### src/rtl/adc_feeder_pkg.sv
// Shared constants for the ADC sample feeder: data widths, FSM encoding
// and a saturating increment for the drop counter.
package adc_feeder_pkg;

    localparam int ADC_W  = 21;
    localparam int DROP_W = 8;

    localparam logic [1:0] ST_IDLE  = 2'd0;
    localparam logic [1:0] ST_ISSUE = 2'd1;
    localparam logic [1:0] ST_WAIT  = 2'd2;
    localparam logic [1:0] ST_GAP   = 2'd3;

    function automatic logic [DROP_W-1:0] sat_inc(input logic [DROP_W-1:0] value);
        return (&value) ? value : value + 1'b1;
    endfunction

endpackage

### src/rtl/adc_sample_fifo.sv
// Single-clock sample FIFO with a registered occupancy count. The caller only
// asserts push when there is room (or a pop frees a slot in the same cycle).
module adc_sample_fifo
    import adc_feeder_pkg::*;
#(
    parameter int DEPTH = 16,
    parameter int WIDTH = ADC_W
) (
    input  logic                     clk,
    input  logic                     reset,
    input  logic                     push,
    input  logic                     pop,
    input  logic [WIDTH-1:0]         wdata,
    output logic [WIDTH-1:0]         rdata,
    output logic                     full,
    output logic                     empty,
    output logic [$clog2(DEPTH):0]   level
);

    localparam int AW = $clog2(DEPTH);
    localparam logic [AW:0] FULL_LEVEL = (AW + 1)'(DEPTH);

    logic [WIDTH-1:0] mem [DEPTH];
    logic [AW-1:0]    wr_ptr;
    logic [AW-1:0]    rd_ptr;

    // NOTE: the storage array has no reset; stale entries are never read
    // because level gates every pop, and leaving it unreset lets it map to RAM.
    always_ff @(posedge clk) begin
        if (push) begin
            mem[wr_ptr] <= wdata;
        end
    end

    // NOTE: all sequential state uses non-blocking assignments so every
    // register samples the pre-edge values regardless of statement order.
    always_ff @(posedge clk) begin
        if (reset) begin
            wr_ptr <= '0;
            rd_ptr <= '0;
            level  <= '0;
        end else begin
            if (push) wr_ptr <= wr_ptr + 1'b1;
            if (pop)  rd_ptr <= rd_ptr + 1'b1;
            case ({push, pop})
                2'b10:   level <= level + 1'b1;
                2'b01:   level <= level - 1'b1;
                default: level <= level;
            endcase
        end
    end

    assign rdata = mem[rd_ptr];
    assign full  = (level == FULL_LEVEL);
    assign empty = (level == '0);

endmodule

### src/rtl/adc_sample_feeder.sv
// Queues free-running ADC samples and hands them one at a time to the
// iterative correction engine, holding each sample stable until the next pop.
module adc_sample_feeder
    import adc_feeder_pkg::*;
#(
    parameter int DEPTH   = 16,
    parameter int TIMEOUT = 63,
    parameter int MIN_GAP = 1
) (
    input  logic                     sys_clk_i,
    input  logic                     reset_i,
    input  logic [ADC_W-1:0]         adc_data_i,
    input  logic                     adc_valid_i,
    input  logic                     engine_srdyo_i,
    input  logic                     clear_flags_i,
    output logic [ADC_W-1:0]         adc_correction_in,
    output logic                     srdyi,
    output logic                     busy_o,
    output logic [$clog2(DEPTH):0]   fifo_level_o,
    output logic                     overflow_o,
    output logic [DROP_W-1:0]        drop_count_o,
    output logic                     timeout_o
);

    localparam logic [7:0] WAIT_LAST = 8'(TIMEOUT - 1);
    localparam logic [2:0] GAP_LAST  = 3'((MIN_GAP > 0) ? MIN_GAP - 1 : 0);
    // With no gap configured the FSM returns straight to IDLE after WAIT.
    localparam logic [1:0] ST_AFTER  = (MIN_GAP > 0) ? ST_GAP : ST_IDLE;

    logic [1:0]       state;
    logic [7:0]       wait_cnt;
    logic [2:0]       gap_cnt;
    logic [ADC_W-1:0] head;
    logic             fifo_full;
    logic             fifo_empty;
    logic             pop;
    logic             push;
    logic             drop;
    logic             timed_out;

    // Pop decision uses the pre-push level, so a sample written this cycle waits one cycle.
    assign pop       = (state == ST_IDLE) && !fifo_empty;
    assign push      = adc_valid_i && (!fifo_full || pop);
    assign drop      = adc_valid_i && !push;
    assign timed_out = (state == ST_WAIT) && !engine_srdyo_i && (wait_cnt == WAIT_LAST);

    adc_sample_fifo #(
        .DEPTH (DEPTH),
        .WIDTH (ADC_W)
    ) u_fifo (
        .clk   (sys_clk_i),
        .reset (reset_i),
        .push  (push),
        .pop   (pop),
        .wdata (adc_data_i),
        .rdata (head),
        .full  (fifo_full),
        .empty (fifo_empty),
        .level (fifo_level_o)
    );

    always_ff @(posedge sys_clk_i) begin
        if (reset_i) begin
            state             <= ST_IDLE;
            wait_cnt          <= '0;
            gap_cnt           <= '0;
            adc_correction_in <= '0;
        end else begin
            case (state)
                ST_IDLE: begin
                    if (pop) begin
                        adc_correction_in <= head;
                        state             <= ST_ISSUE;
                    end
                end
                ST_ISSUE: begin
                    wait_cnt <= '0;
                    state    <= ST_WAIT;
                end
                ST_WAIT: begin
                    if (engine_srdyo_i || timed_out) begin
                        gap_cnt <= '0;
                        state   <= ST_AFTER;
                    end else begin
                        wait_cnt <= wait_cnt + 1'b1;
                    end
                end
                ST_GAP: begin
                    if (gap_cnt == GAP_LAST) begin
                        state <= ST_IDLE;
                    end else begin
                        gap_cnt <= gap_cnt + 1'b1;
                    end
                end
                default: state <= ST_IDLE;
            endcase
        end
    end

    // A clear coinciding with a drop still records that one drop.
    always_ff @(posedge sys_clk_i) begin
        if (reset_i) begin
            overflow_o   <= 1'b0;
            timeout_o    <= 1'b0;
            drop_count_o <= '0;
        end else if (clear_flags_i) begin
            overflow_o   <= drop;
            timeout_o    <= 1'b0;
            drop_count_o <= DROP_W'(drop);
        end else begin
            if (drop) begin
                overflow_o   <= 1'b1;
                drop_count_o <= sat_inc(drop_count_o);
            end
            if (timed_out) begin
                timeout_o <= 1'b1;
            end
        end
    end

    assign srdyi  = (state == ST_ISSUE);
    assign busy_o = (state == ST_ISSUE) || (state == ST_WAIT);

endmodule

### config.mk
export PLATFORM = sky130hd
export DESIGN_NAME = adc_sample_feeder
export DESIGN_NICKNAME = d
export VERILOG_FILES = /design/src/rtl/adc_feeder_pkg.sv /design/src/rtl/adc_sample_fifo.sv /design/src/rtl/adc_sample_feeder.sv
export SDC_FILE = /design/constraint.sdc
export NUM_CORES = 1
export LEC_CHECK = 0
export CAP_MARGIN = 20
export CELL_PAD_IN_SITES_DETAIL_PLACEMENT = 1
export CELL_PAD_IN_SITES_GLOBAL_PLACEMENT = 2
export CORE_UTILIZATION = 42
export DETAILED_ROUTE_END_ITERATION = 10
export MAX_ROUTING_LAYER = met4
export PLACE_DENSITY_LB_ADDON = 0.05
export SLEW_MARGIN = 20
export SYNTH_ARGS = -nofsm -noshare
export SYNTH_HDL_FRONTEND = slang
export SYNTH_SLANG_ARGS = --single-unit
### constraint.sdc
create_clock -name sys_clk_i -period 3.4 [get_ports sys_clk_i]
set_input_delay 0.85 -clock sys_clk_i [delete_from_list [all_inputs] [get_ports sys_clk_i]]
set_output_delay 0.85 -clock sys_clk_i [all_outputs]
set_load 0.03 [all_outputs]
After elaboration in Yosys (flattened, before gate mapping)
Memory sizes are Yosys's and may differ from the RTL's. A register that Yosys moved wholly into a read port is not among the register bits. Index checks and enable logic that the tools add are counted. W data, S select, Z words.

Equality and inequality tests: 13. Add/subtract/negate cells: 7. Muxes and demuxes: 17. Bitwise logic cells: 1. Reductions and logical operators: 27. Divide/modulo/power cells: 0. $lt $le $gt $ge: 0. Shifts and indexed selects: 0. $mul: 0.

Operator list (number): $add A8 B1 Y8 const B (2); $pmux W8 S2 (1); $ne A2 B2 Y1 const B (6); $pmux W5 S2 (1); $add A4 B1 Y4 const B (2); $eq A8 B6 Y1 const B (1); $mux W8 (1); $pmux W2 S4 (1); $reduce_and A2 Y1 (4); $reduce_and A8 Y1 (1); $reduce_bool A2 Y1 (4); $mux W1 (7); $eq A2 B2 Y1 const B (3); $mux W2 (3); $mux W3 (2); $pmux W3 S2 (1); $reduce_and A3 Y1 (2); $add A5 B1 Y5 const B (1); $eq A5 B5 Y1 const B (1); $logic_and A1 B1 Y1 (5); $logic_not A5 Y1 (1); $sub A5 B1 Y5 const B (1); $eq A2 B1 Y1 const B (2); $logic_not A1 Y1 (4); 6 further kinds (8).

Bits in latches: 0. Output and inout bits: 38. ROM bits: 0. Bits in registers: 36. Memories kept: 1. Word-level logic and storage cells: 76. Memory bits (writable): 336.

Memory list: u_fifo.mem (words 16, bits a word 21, rd ports 1, clocked after memory_dff 1, wr ports 1, RTL line adc_sample_fifo.sv:23) `logic [WIDTH-1:0] mem [DEPTH];`.

Depth between registers and ports, before layout
Gate-level depths: netlist of run 1.

Depth after elaboration: 9. Depth in mapped cells: 13. Mapped depth without buffers: 12.

By module
From an unflattened synthesis of run 1, not the netlist that was laid out.

Cell total of the unflattened synthesis: 867. Area, all modules: 15526.1 µm².

Modules (own cells, without submodules): adc_sample_fifo (cells an instance 628, area each 13524.2 µm², instances 1, sequential area each 10430.0 µm²); adc_sample_feeder (cells an instance 239, area each 2001.9 µm², instances 1, sequential area each 880.8 µm²).

Worst setup path after synthesis of run 1
Ideal clock, no wire load.

Path type: reg-to-reg. Start: reg u_fifo.level[2]. End: mem u_fifo.mem[0][0] in the netlist's numbering, enable pin. Cell stages (with the launch flop): 7. Setup time: 0.425 ns. Setup slack: 0.248 ns. Period minus slack after synthesis: 3.152 ns. Arrival time: 2.727 ns. Buffers on the path: 2. Cells stage by stage: dfxtp_1 > buf_4 > or4_4 > buf_6 > o21a_1 > nand2_1 > nor3_1.

Word-level cells in the longest chain between the ends: 7. Elaborated cells on any way between the ends: 9.

Ends and longest elaborated chain: from (decl) (RTL line adc_sample_fifo.sv:17) `output logic [$clog2(DEPTH):0] level`; from (signal assigned) (RTL line adc_sample_fifo.sv:46) `2'b10: level <= level + 1'b1;`; from (signal assigned) (RTL line adc_sample_fifo.sv:47) `2'b01: level <= level - 1'b1;`; from (signal assigned) (RTL line adc_sample_fifo.sv:48) `default: level <= level;`; $logic_not A5 Y1 (RTL line adc_sample_fifo.sv:55) `assign empty = (level == '0);`; $logic_not A1 Y1 (RTL line adc_sample_feeder.sv:42) `assign pop = (state == ST_IDLE) && !fifo_empty;`; $logic_and A1 B1 Y1 (RTL line adc_sample_feeder.sv:42); $logic_or A1 B1 Y1 * (RTL line adc_sample_feeder.sv:43) `assign push = adc_valid_i && (!fifo_full || pop);`; $logic_and A1 B1 Y1 * (RTL line adc_sample_feeder.sv:43); $mux W1 * (RTL line adc_sample_fifo.sv:30) `if (push) begin`; $mux W1 (implied by the code) * (RTL line adc_sample_fifo.sv:31) `mem[wr_ptr] <= wdata;`; to (decl) (RTL line adc_sample_fifo.sv:23).

Mark *: on every way between the ends. The rest lies on a longest branch, timed or not.

Final worst setup path of run 1
Start: reg u_fifo.level[1]. End: reg u_fifo.level[4].

Word-level cells in the longest chain between the ends: 7. Elaborated cells on any way between the ends: 13.

Ends and longest elaborated chain: $logic_not A5 Y1 (RTL line adc_sample_fifo.sv:55); $logic_not A1 Y1 (RTL line adc_sample_feeder.sv:42); $logic_and A1 B1 Y1 (RTL line adc_sample_feeder.sv:42); $logic_or A1 B1 Y1 (RTL line adc_sample_feeder.sv:43); $logic_and A1 B1 Y1 (RTL line adc_sample_feeder.sv:43); $eq A2 B1 Y1 or $eq A2 B2 Y1 (tied branches) (RTL line adc_sample_fifo.sv:45) `case ({push, pop})`; $pmux W5 S2 or $reduce_bool A2 Y1 (tied branches).

Parallel ways exist; a longest one is shown, timed or not. A chain may end at the register's enable or synchronous reset.

==> flow_metrics.env, run 1 <==
export IMPL_tightest_slew_ps=752
export IMPL_cts_setup_buffers=0
export IMPL_synth_most_common_cell="edfxtp_1"
export IMPL_finalSetupTns_ps=0
export IMPL_power_static_leakage_nw=5.91
export IMPL_reg2reg_depth=9
export IMPL_synth_seq_cells=393
export IMPL_cts_root_buf="clkbuf_16"
export IMPL_fin_ws_ps=363
export IMPL_outcome="finished, final reports clean"
export IMPL_clk_pin_slew_ps=60
export IMPL_syn_area_per_cell_um2=17.9
export IMPL_vias=8173
export IMPL_grt_pass1_wl_um=55000
export IMPL_synth_top_area_frac=0.651
export IMPL_vdd_drop_max_mv=0.424
export IMPL_clk_latency_ps=570
export IMPL_p_total_mw=13.0
export IMPL_crit_fanout=10
export IMPL_route_detailed_drc=0
export IMPL_reg2reg_slack_ps=360
export IMPL_synth_warnings=0
export IMPL_start_kind="register"
export IMPL_cts_max_level=2
export IMPL_io_pins=64
export IMPL_yosys_cell_types_count=56
export IMPL_min_period_over_period=0.893
export IMPL_antenna_found_initial=2
export IMPL_min_to="timeout_o"
export IMPL_hold_class="register to register"
export IMPL_gpl_final_weighted_congestion=0.766
export IMPL_dieHeight_um=194
export IMPL_grt_max_degree=44
export IMPL_grt_overflow=0
export IMPL_worstHoldStart="timeout_o"
export IMPL_dp_slack_ps=129
export IMPL_dp_cells=1385
export IMPL_wl_per_cell_um=24.8
export IMPL_place_port_buffers=63
export IMPL_report_final_hold_viol_count=0
export IMPL_synth_area_leaders="edfxtp_1, mux4_2, dfxtp_1, mux2i_1, ha_1"
export IMPL_synth_cells=864
export IMPL_finalClockSkew_ps=11.7
export IMPL_critical_path_class="register to register"
export IMPL_synthTopCellsByCount="edfxtp_1, mux4_2, nand2_1"
export IMPL_rows=70
export IMPL_synth_fp_nets=908
export IMPL_synth_edff_count=336
export IMPL_drtAntennaViolNets=0
export IMPL_ys_seq_area_frac=0.724
export IMPL_utilization=0.504
export IMPL_slew_violations=0
export IMPL_setup_violations=0
export IMPL_core_um2=36400
export IMPL_grt_pass1_vias=8783
export IMPL_synthMuxAreaShare=0.138
export IMPL_critPathArrivalTime_ps=3540
export IMPL_synth_compound_area_frac=0.0383
export IMPL_clockBufferDepth=3
export IMPL_grt_usage=0.204
export IMPL_drive_gt1_frac=0.219
export IMPL_yosys_area_share_simple=0.0595
export IMPL_routed_wl_um=36300
export IMPL_syn_area_um2=15500
export IMPL_synthAdderAreaFrac=0.0145
export IMPL_syn_to_final_growth_pct=18.3
export IMPL_period_needed_ps=3040
export IMPL_max_slew_margin=0.496
export IMPL_end_kind="register"
export IMPL_fp_dieW_um=194
export IMPL_cts_tree="built"
export IMPL_die_area_um2=37700
export IMPL_synth_async_reset_ratio=0
export IMPL_drt_iter0_drc=474
export IMPL_ctsHoldBuffers=0
export IMPL_rsz0062_at_grt="no"
export IMPL_cellPowerDensity_nw_per_um2=710
export IMPL_ys_flop_type="edfxtp_1"
export IMPL_synth_top_family_by_area="multiplexers"
export IMPL_cap_violations=0
export IMPL_drtPass1Iterations=6
export IMPL_initial_core_util=0.426
export IMPL_cts_buffers_inserted=42
export IMPL_dp_hpwl_um=20900
export IMPL_critPathRequiredTime_ps=3910
export IMPL_synth_largest_area_cell="edfxtp_1"
export IMPL_synthXorXnorAreaFrac=0.00791
export IMPL_fin_cells=1465
export IMPL_clock_sink_count=393
export IMPL_r2r_end="u_fifo.level[4]"
export IMPL_fmax_mhz=329
export IMPL_vias_per_cell=5.58
export IMPL_ctsResizeCount=0
export IMPL_reg2reg_from="u_fifo.level[1]"
export IMPL_hold_depth=2
export IMPL_layout_nets=1005
-- worst max-delay path: stages (launching register included) --
cell and delay [ps]:
dfxtp_1 400, or4_4 640, o21a_1 230, inv_1 130, ha_1 380, ha_1 260, or4b_2 600, a21oi_1 150
a31oi_1 60, nand3_1 120
-- layout by cell type (no fill, tap or decap), drive strengths merged, types with 3 or more instances in the layout --
| cell | netlist | routed |
|---|---|---|
| a21oi | 19 | 19 |
| a221o | 21 | 21 |
| a31oi | 3 | 3 |
| and3 | 3 | 3 |
| buf | 20 | 38 |
| bufinv | 0 | 5 |
| clkbuf | 28 | 57 |
| clkdlybuf4s50 | 0 | 63 |
| clkinv | 0 | 12 |
| dfxtp | 57 | 57 |
| edfxtp | 336 | 336 |
| ha | 18 | 18 |
| inv | 12 | 14 |
| mux2i | 25 | 25 |
| mux4 | 84 | 84 |
| nand2 | 58 | 58 |
| nand2b | 29 | 29 |
| nand3 | 10 | 10 |
| nand4 | 4 | 4 |
| nor2 | 56 | 56 |
| nor3 | 9 | 9 |
| o2111ai | 3 | 3 |
| o211ai | 7 | 7 |
| o21a | 6 | 6 |
| o21ai | 8 | 8 |
| or3 | 4 | 4 |
| or4 | 4 | 4 |
| xor2 | 12 | 12 |
-- per-layer routing --
metal | vias up | wire length, um | global-route usage
li1 | 3625 | - | -
met1 | 4342 | 16500 | 0.274
met2 | 143 | 17500 | 0.320
met3 | 63 | 1360 | 0.0292
met4 | 0 | 972 | 0.0750
met5 | - | 0 | -
-- logic make-up (layout without fill, tap and decap cells) --
logic type,Yosys count,in the layout
buffers and inverters,60,191
flip-flops,393,393
AO/OA/AOI/OAI,79,79
other,0,2
multiplexers,109,109
AND/OR/NAND/NOR,191,191
XOR/XNOR,14,14
adder cells (fa/ha/maj),18,18
-- registers in the layout, summed over array words and instances, names as in the netlist, 2 cells and up --
register,cells
u_fifo.level,5
state,2
adc_correction_in,21
u_fifo.wr_ptr,4
u_fifo.rd_ptr,4
u_fifo.mem,336
wait_cnt,8
drop_count_o,8
gap_cnt,3
-- worst max path at each step --
stage                       end            start  depth (start not counted)  slack (ps)
5_1_grt         u_fifo.level[4]         state[0]                         11         210
3_3_place_gp    u_fifo.level[4]      adc_valid_i                          9         230
2_1_floorplan  u_fifo.mem[0][0]  u_fifo.level[2]                          6         250
3_5_place_dp    u_fifo.level[4]      adc_valid_i                         10         130
6_report        u_fifo.level[4]  u_fifo.level[1]                          9         360
4_1_cts         u_fifo.level[4]  u_fifo.level[1]                          9         370
-- metrics by stage --
| step | instance area, um^2 | hold WS, ps |
|---|---|---|
| 3_5_place_dp | 16900 | 460 |
| 3_3_place_gp | 16900 | 459 |
| 2_1_floorplan | 15500 | 452 |
| 6_report | 18300 | 472 |
| 5_1_grt | 18300 | 504 |
| 4_1_cts | 18300 | 477 |
-- report_power, final --
part / leakage, nW / switching [mW] / internal, mW / total [mW]
logic: 1.72 / 1.40 / 1.21 / 2.61
registers: 3.50 / 0.256 / 5.49 / 5.75
clock network: 0.690 / 1.90 / 2.77 / 4.68
-- area by class of cell --
type / count / area (um^2)
Sequential cell: 393 / 11200
Inverter: 12 / 45.0
Timing Repair Buffer: 101 / 978
Clock inverter: 21 / 272
Tap cell: 468 / 586
Multi-Input combinational cell: 411 / 4070
Fill cell: 3346 / 18100
Clock buffer: 57 / 1150
Antenna cell: 2 / 5.00
Power figures use the tool's default switching activity.
==> run 2, diff against run 1 <==
Settings changed: CTS_CLUSTER_SIZE from default to 10.
==> run 2 against run 1 <==
Effect of this change: utilization down 0.20 points; power down 1.8%; worst hold slack worse by 1.1 ps.
==> flow_metrics.env, run 2 (synthesis results as in run 1) <==
export IMPL_r2r_end="u_fifo.level[4]"
export IMPL_dp_hpwl_um=20900
export IMPL_reg_largest_list="u_fifo.mem x336, adc_correction_in x21"
export IMPL_finalSetupTns_ps=0
export IMPL_io_pins=64
export IMPL_power_static_leakage_nw=5.86
export IMPL_report_final_hold_viol_count=0
export IMPL_fp_dieW_um=194
export IMPL_vias_per_cell=5.57
export IMPL_drtAntennaViolNets=0
export IMPL_largest_reg_flops=336
export IMPL_grt_pass1_vias=8834
export IMPL_reg2reg_depth=9
export IMPL_ctsResizeCount=0
export IMPL_routed_wl_um=36400
export IMPL_critPathArrivalTime_ps=3510
export IMPL_grt_pass1_wl_um=55000
export IMPL_p_total_mw=12.8
export IMPL_hold_class="register to register"
export IMPL_vias=8196
export IMPL_cap_violations=0
export IMPL_reg2reg_slack_ps=370
export IMPL_startpoint="u_fifo.level[1]"
export IMPL_cp_cell_sequence="or4_4 -> o21a_1 -> inv_1 -> ha_1 -> ha_1 -> or4b_2 -> a21oi_1 -> a31oi_1 -> nand3_1"
export IMPL_critPathRequiredTime_ps=3880
export IMPL_grt_usage=0.204
export IMPL_die_area_um2=37700
export IMPL_cellPowerDensity_nw_per_um2=700
export IMPL_crit_fanout=10
export IMPL_tightest_slew_ps=788
export IMPL_initial_core_util=0.426
export IMPL_slew_violations=0
export IMPL_core_um2=36400
export IMPL_start_kind="register"
export IMPL_clock_sink_count=393
export IMPL_place_port_buffers=63
export IMPL_end_kind="register"
export IMPL_crit_path_top_delay_cell="or4_4"
export IMPL_cts_root_buf="clkbuf_16"
export IMPL_drtPass1Iterations=4
export IMPL_clk_pin_slew_ps=60
export IMPL_min_period_over_period=0.891
export IMPL_cts_tree="built"
export IMPL_drive_gt1_frac=0.207
export IMPL_syn_to_final_growth_pct=17.8
export IMPL_rows=70
export IMPL_cts_buffers_inserted=46
export IMPL_reg2reg_from="u_fifo.level[1]"
export IMPL_final_common_cell="edfxtp_1"
export IMPL_antenna_found_initial=2
export IMPL_rsz0062_at_grt="no"
export IMPL_clockBufferDepth=3
export IMPL_grt_max_degree=44
export IMPL_period_needed_ps=3030
export IMPL_path_common_cell="ha_1"
export IMPL_max_slew_margin=0.475
export IMPL_mostFrequentLayoutCells="edfxtp_1, mux4_2, clkdlybuf4s50_1"
export IMPL_setup_violations=0
export IMPL_cts_max_level=2
export IMPL_utilization=0.502
export IMPL_outcome="finished, final reports clean"
export IMPL_drt_iter0_drc=456
export IMPL_dieHeight_um=194
export IMPL_grt_overflow=0
export IMPL_ctsHoldBuffers=0
export IMPL_regMostFlops="u_fifo.mem"
export IMPL_wl_per_cell_um=24.7
export IMPL_critPathMaxStageDelay_ps=640
export IMPL_layout_nets=1009
export IMPL_clk_latency_ps=550
export IMPL_route_detailed_drc=0
export IMPL_vdd_drop_max_mv=0.451
export IMPL_gpl_final_weighted_congestion=0.766
export IMPL_finalClockSkew_ps=14.4
export IMPL_cts_setup_buffers=0
export IMPL_crit_end="u_fifo.level[4]"
export IMPL_fmax_mhz=330
export IMPL_critical_path_class="register to register"
## run 2: cell type report
type	count	area, um^2
clock inverters	5	47.5
multi-input cells	411	4070
flip-flops and latches	393	11200
diodes	2	5.00
fillers	3334	18200
repair buffers	101	978
inverters	12	45.0
well taps	468	586
clock buffers	80	1300
## run 2: worst max-delay path, delay by kind of cell (launching register included)
family | cells | cell delay (ps)
AND/OR/NAND/NOR | 3 | 1350
flip-flops | 1 | 390
AO/OA/AOI/OAI | 3 | 440
buffers and inverters | 1 | 130
adder cells (fa/ha/maj) | 2 | 640
## run 2: routing by layer
metal	vias up	global-route usage	wire length [um]
li1	3635	-	-
met1	4330	0.273	16400
met3	53	0.0330	1560
met4	0	0.0629	806
met2	178	0.321	17700
met5	-	-	0
## run 2: how the worst min path moves through the flow
stage	slack (ps)	cells after the start	endpoint	startpoint
finish	470	2	timeout_o	timeout_o
global route	500	2	timeout_o	timeout_o
CTS	480	2	timeout_o	timeout_o
detailed placement	460	2	timeout_o	timeout_o
global placement	460	2	overflow_o	overflow_o
floorplan	450	2	gap_cnt[2]	gap_cnt[2]
## run 2: power breakdown
part / switching, mW / total (mW) / internal [mW]
sequential: 0.259 / 5.75 / 5.49
combinational: 1.40 / 2.61 / 1.21
clock: 1.84 / 4.43 / 2.59
total: 3.50 / 12.8 / 9.29
## run 2: through the flow
step / setup slack, ps / area [um^2] / hold WS, ps / instances
finish: 371 / 18300 / 471 / 1472
global route: 215 / 18300 / 503 / 1472
CTS: 380 / 18300 / 475 / 1470
detailed placement: 129 / 16900 / 460 / 1385
global placement: 228 / 16900 / 459 / 1385
floorplan: 248 / 15500 / 452 / 864
